File: src/rtl/p4_adder_issue_stage.sv
// Purpose: request FIFO + registered result stage wrapped around the combinational P4 adder.
// Latency: a beat pushed at edge N is on out_* after edge N+1 when the output register is free.
// Backpressure: out_* hold while out_valid && !out_ready; in_ready drops when the FIFO is full.
module p4_adder_issue_stage #(
  parameter int NBIT  = 32,
  parameter int DEPTH = 2
) (
  input  logic                   clk,
  input  logic                   rst_n,
  input  logic                   in_valid,
  output logic                   in_ready,
  input  logic [NBIT-1:0]        in_a,
  input  logic [NBIT-1:0]        in_b,
  input  logic                   in_cin,
  output logic [NBIT-1:0]        add_a,
  output logic [NBIT-1:0]        add_b,
  output logic                   add_cin,
  input  logic [NBIT-1:0]        add_s,
  input  logic                   add_cout,
  output logic                   out_valid,
  input  logic                   out_ready,
  output logic [NBIT-1:0]        out_a,
  output logic [NBIT-1:0]        out_b,
  output logic                   out_cin,
  output logic [NBIT-1:0]        out_s,
  output logic                   out_cout,
  output logic [$clog2(DEPTH):0] count
);

  localparam int PW = $clog2(DEPTH);
  localparam int CW = PW + 1;

  typedef struct packed {
    logic [NBIT-1:0] a;
    logic [NBIT-1:0] b;
    logic            cin;
  } req_t;

  req_t            mem_q [DEPTH];
  logic [PW-1:0]   wr_ptr_q, wr_ptr_d;
  logic [PW-1:0]   rd_ptr_q, rd_ptr_d;
  logic [CW-1:0]   count_q, count_d;
  req_t            head;
  logic            push;
  logic            load;

  logic            out_valid_q, out_valid_d;
  logic [NBIT-1:0] out_a_q, out_a_d;
  logic [NBIT-1:0] out_b_q, out_b_d;
  logic            out_cin_q, out_cin_d;
  logic [NBIT-1:0] out_s_q, out_s_d;
  logic            out_cout_q, out_cout_d;

  // in_ready depends only on reset and registered occupancy, never on out_ready
  assign in_ready = rst_n && (count_q != CW'(DEPTH));
  assign push     = in_valid && in_ready;
  assign load     = (count_q != '0) && (!out_valid_q || out_ready);

  // Head entry drives the adder; zeros when empty so the adder never sees stale/X data
  always_comb begin
    head = '0;
    if (count_q != '0) begin
      head = mem_q[rd_ptr_q];
    end
  end

  assign add_a   = head.a;
  assign add_b   = head.b;
  assign add_cin = head.cin;

  // Storage needs no reset: entries are only read when count says they were written
  always_ff @(posedge clk) begin
    if (push) begin
      mem_q[wr_ptr_q] <= '{a: in_a, b: in_b, cin: in_cin};
    end
  end

  // Pointer and occupancy next state; DEPTH is a power of two so pointers wrap naturally
  always_comb begin
    wr_ptr_d = wr_ptr_q;
    rd_ptr_d = rd_ptr_q;
    count_d  = count_q;
    if (push) begin
      wr_ptr_d = wr_ptr_q + PW'(1);
    end
    if (load) begin
      rd_ptr_d = rd_ptr_q + PW'(1);
    end
    case ({push, load})
      2'b10:   count_d = count_q + CW'(1);
      2'b01:   count_d = count_q - CW'(1);
      default: count_d = count_q;
    endcase
  end

  // Output register next state: capture head + adder result on load, hold under stall
  always_comb begin
    out_valid_d = out_valid_q;
    out_a_d     = out_a_q;
    out_b_d     = out_b_q;
    out_cin_d   = out_cin_q;
    out_s_d     = out_s_q;
    out_cout_d  = out_cout_q;
    if (load) begin
      out_valid_d = 1'b1;
      out_a_d     = head.a;
      out_b_d     = head.b;
      out_cin_d   = head.cin;
      out_s_d     = add_s;
      out_cout_d  = add_cout;
    end else if (out_valid_q && out_ready) begin
      out_valid_d = 1'b0;
    end
  end

  // State registers; reset drops every buffered and registered beat
  always_ff @(posedge clk) begin
    if (!rst_n) begin
      wr_ptr_q    <= '0;
      rd_ptr_q    <= '0;
      count_q     <= '0;
      out_valid_q <= 1'b0;
      out_a_q     <= '0;
      out_b_q     <= '0;
      out_cin_q   <= 1'b0;
      out_s_q     <= '0;
      out_cout_q  <= 1'b0;
    end else begin
      wr_ptr_q    <= wr_ptr_d;
      rd_ptr_q    <= rd_ptr_d;
      count_q     <= count_d;
      out_valid_q <= out_valid_d;
      out_a_q     <= out_a_d;
      out_b_q     <= out_b_d;
      out_cin_q   <= out_cin_d;
      out_s_q     <= out_s_d;
      out_cout_q  <= out_cout_d;
    end
  end

  assign out_valid = out_valid_q;
  assign out_a     = out_a_q;
  assign out_b     = out_b_q;
  assign out_cin   = out_cin_q;
  assign out_s     = out_s_q;
  assign out_cout  = out_cout_q;
  assign count     = count_q;

endmodule

File: config.mk
export PLATFORM = sky130hd
export DESIGN_NAME = p4_adder_issue_stage
export DESIGN_NICKNAME = d
export VERILOG_FILES = /design/src/rtl/p4_adder_issue_stage.sv
export SDC_FILE = /design/constraint.sdc
export NUM_CORES = 1
export LEC_CHECK = 0
export ABC_AREA = 1
export ABC_CLOCK_PERIOD_IN_PS = 5100
export CORE_MARGIN = 2
export CORE_UTILIZATION = 47
export DETAILED_ROUTE_END_ITERATION = 8
export HOLD_SLACK_MARGIN = 0.15
export PLACE_DENSITY = 0.8
export SYNTH_ARGS = -nofsm -noshare
export SYNTH_HDL_FRONTEND = slang
export SYNTH_SLANG_ARGS = --single-unit
File: constraint.sdc
create_clock -name clk -period 5.1 [get_ports clk]
set_input_delay 1.02 -clock clk [delete_from_list [all_inputs] [get_ports clk]]
set_output_delay 1.02 -clock clk [all_outputs]
set_load 0.005 [all_outputs]
==> reports/results.tsv <==
stage	metric	value	unit
yosys	ys_top_cells_by_area	edfxtp_1 (43%), dfxtp_1 (23%), nand2_1 (11%)	
outcome	status	completed	
sta	setup_tns	0	ns
yosys	async_reset_ff_frac	0	
layout	nNetsFinal	1235	
route	top_layer	met4	
power	vdd_ir_drop_max	401.8	uV
worst_setup_path	worstPathArrival	2.80	ns
layout	post-route-util	0.6686	
route	dr_wl_met3	2109	um
placed_design	dp_worst_setup_slack	1.594	ns
worst_setup_path	criticalPathCategory	flip-flop to primary output	
yosys	dominantRegCellSynth	edfxtp_1	
floorplan	io_pins	269	
layout	n_fill_cell	1437	
route	drt_iter0_markers	441	
clock_network	clock_sinks	234	
sta	setup-violations-final	0	
worst_setup_path	r2r_start	count[1]	
worst_setup_path	rr_worst_depth	9	
clock_network	htreeDepth	1	
global_routing	gr-total-overflow	0	
job	cap_violations	0	
route	first_pass_iters	5	
worst_setup_path	r2r_end	count[1]	
yosys	synth_area	9014	um^2
power	leakage	4.683	nW
clock_network	postCtsHoldBufs	0	
clock_network	cts_buffers	25	
clock_network	cts-root-buf	clkbuf_16	
yosys	synth_top_family_by_area	simple AND/OR/NAND/NOR gates	
clock_network	cts.clk_slew.worst_paths	0.06	ns
yosys	synth-edff-count	130	
yosys	yosysSeqAreaShare	0.6641	
sta	slew_headroom	0.3740	
placed_design	gp_congestion	0.7704	
layout	num_antenna_cells	0	
route	wl_per_cell	17.68	um
power	p_per_area	577.3	nW/um^2
route	drt-met1-wl	9216	um
route	vias	7282	
yosys	synth-adder-area-share	0.001388	
yosys	synth_top_area_frac	0.4331	
yosys	synth_xor_area_frac	0	
worst_setup_path	cp-end-kind	primary output	
sta	setup_slack	1.275	ns
placed_design	dp_hpwl	14740	um
worst_setup_path	critPathLaunch	count[1]	
hold_path	hold_path_class	flip-flop to flip-flop	
global_routing	track_usage	0.2342	
yosys	ys_types	25	
clock_network	clockBufferDepth	3	
route	drc_errors	0	
global_routing	antenna_found_initial	0	
worst_setup_path	startpoint_type	flip-flop	
yosys	synth-compound-area-share	0.09745	
sta	max_clock_freq	261.4	MHz
route	ant_nets	0	
route	wl	24470	um
layout	drive_gt1_frac	0.07391	
layout	area_delta_synth_final	39.21	%
placed_design	io_buffer_count	268	
floorplan	fp.dieArea	20300	um^2
floorplan	initial_core_util	0.4803	
global_routing	grt_pass1_wl	37220	um
clock_network	cts_tree	yes	
worst_setup_path	cp_max_fo	33	
yosys	syn_area_per_cell	10.20	um^2
sta	timing.final.crit_share	0.7500	
yosys	synthCells	884	
yosys	synth_seq_cells	234	
global_routing	grt_max_degree	67	
yosys	synth_fp_nets	987	
layout	final_cell_mix	clkdlybuf4s50_1 (268), nand2_1 (267), edfxtp_1 (130)	
floorplan	rows	50	
floorplan	die_x	142.5	um
sta	hold_viol_final	0	
floorplan	fp.dieH	142.5	um
sta	worstMarginPinSlew	0.9367	ns
sta	maxSlewViolCount	0	
yosys	yosys.area_share.simple	0.1892	
yosys	yosysWarnings	0	
sta	rsz0062_at_grt	false	
worst_setup_path	required	4.08	ns
clock_network	cts_resized	0	
clock_network	post_cts_buffers	0	
yosys	synth_largest_area_cell	edfxtp_1	
floorplan	core-area	18770	um^2
worst_setup_path	setup.worst_path.end	add_b[16]	
global_routing	grt_pass1_vias	7201	
sta	finClkSkew	0.01398	ns
layout	final_common_cell	clkdlybuf4s50_1	
sta	min_period	3.825	ns
worst_setup_path	rrSetupSlack	2.84	ns
yosys	muxShareOfSynthArea	0	
route	via_per_inst	5.262	
clock_network	clkLatencyLatePin	0.52	ns
route	dr_wl_met2	12110	um
-- cells by family (layout without fill, tap and decap cells) --
kind of cell | after synthesis | count (layout)
fa+ha+maj | 1 | 1
buf+inv | 68 | 334
simple gates | 413 | 413
flops | 234 | 234
compound gates | 168 | 168
-- cell type report --
type	count	area, um^2	share of cell area
Multi-Input combinational cell	582	2616	0.2085
Clock inverter	6	62.56	0.004986
Clock buffer	39	768.2	0.06122
Sequential cell	234	5987	0.4771
Timing Repair Buffer	280	2785	0.2220
Tap cell	234	292.8	0.02333
Inverter	9	36.28	0.002892
-- per-layer routing --
layer / track usage / vias up
li1: - / 3494
met1: 0.2674 / 3421
met2: 0.4109 / 306
met3: 0.06124 / 61
met4: 0.1089 / 0
met5: 0 / -
-- registers in the layout, summed over array words and instances (netlist names), named ones only --
register,cells
mem_q,130
wr_ptr_q,1
out_b,32
out_a,32
rd_ptr_q,1
out_cin,1
out_cout,1
count,2
out_s,32
out_valid,1
-- Yosys cell counts, types with 6 or more instances --
cell type    n
o21ai_0     27
o21ai_1      7
nand3_2     10
nand2_1    267
dfxtp_1    104
buf_8        6
inv_1        6
nand3_1     56
nor2_1      75
buf_2       33
a21oi_2     10
clkbuf_1     7
edfxtp_1   130
a21oi_1    124
-- power by group --
group          internal, mW  switching, mW  total (mW)  leakage [nW]
registers              2.36          0.185        2.55          2.05
logic                  1.34           1.56        2.89          2.22
clock network          1.08          0.717        1.80         0.413
total                  4.79           2.46        7.24          4.68
-- critical path, cell delays in order, from the launching register on --
cell             delay [ns]
dfxtp_1                0.41
nor2_4                 0.77
buf_4                  0.49
a21oi_1                0.13
clkdlybuf4s50_1        0.47
-- worst min path at each step --
| stage | start | to | cells after the start |
|---|---|---|---|
| 6_report | out_b[23] | out_b[23] | 2 |
| 3_5_place_dp | out_b[6] | out_b[6] | 2 |
| 5_1_grt | out_a[8] | out_a[8] | 2 |
| 2_1_floorplan | out_b[10] | out_b[10] | 2 |
| 3_3_place_gp | out_a[27] | out_a[27] | 2 |
| 4_1_cts | out_b[6] | out_b[6] | 2 |
-- metrics by stage --
stage | area [um^2] | instances | hold WS, ns | total power [mW]
floorplan | 9014 | 884 | 0.4598 | 4.114
global placement | 11720 | 1339 | 0.4512 | 5.417
detailed placement | 11720 | 1339 | 0.4553 | 5.483
CTS | 12550 | 1384 | 0.4642 | 7.302
global route | 12550 | 1384 | 0.4803 | 7.661
finish | 12550 | 1384 | 0.4616 | 7.244
(Power assumes the default switching activity.)
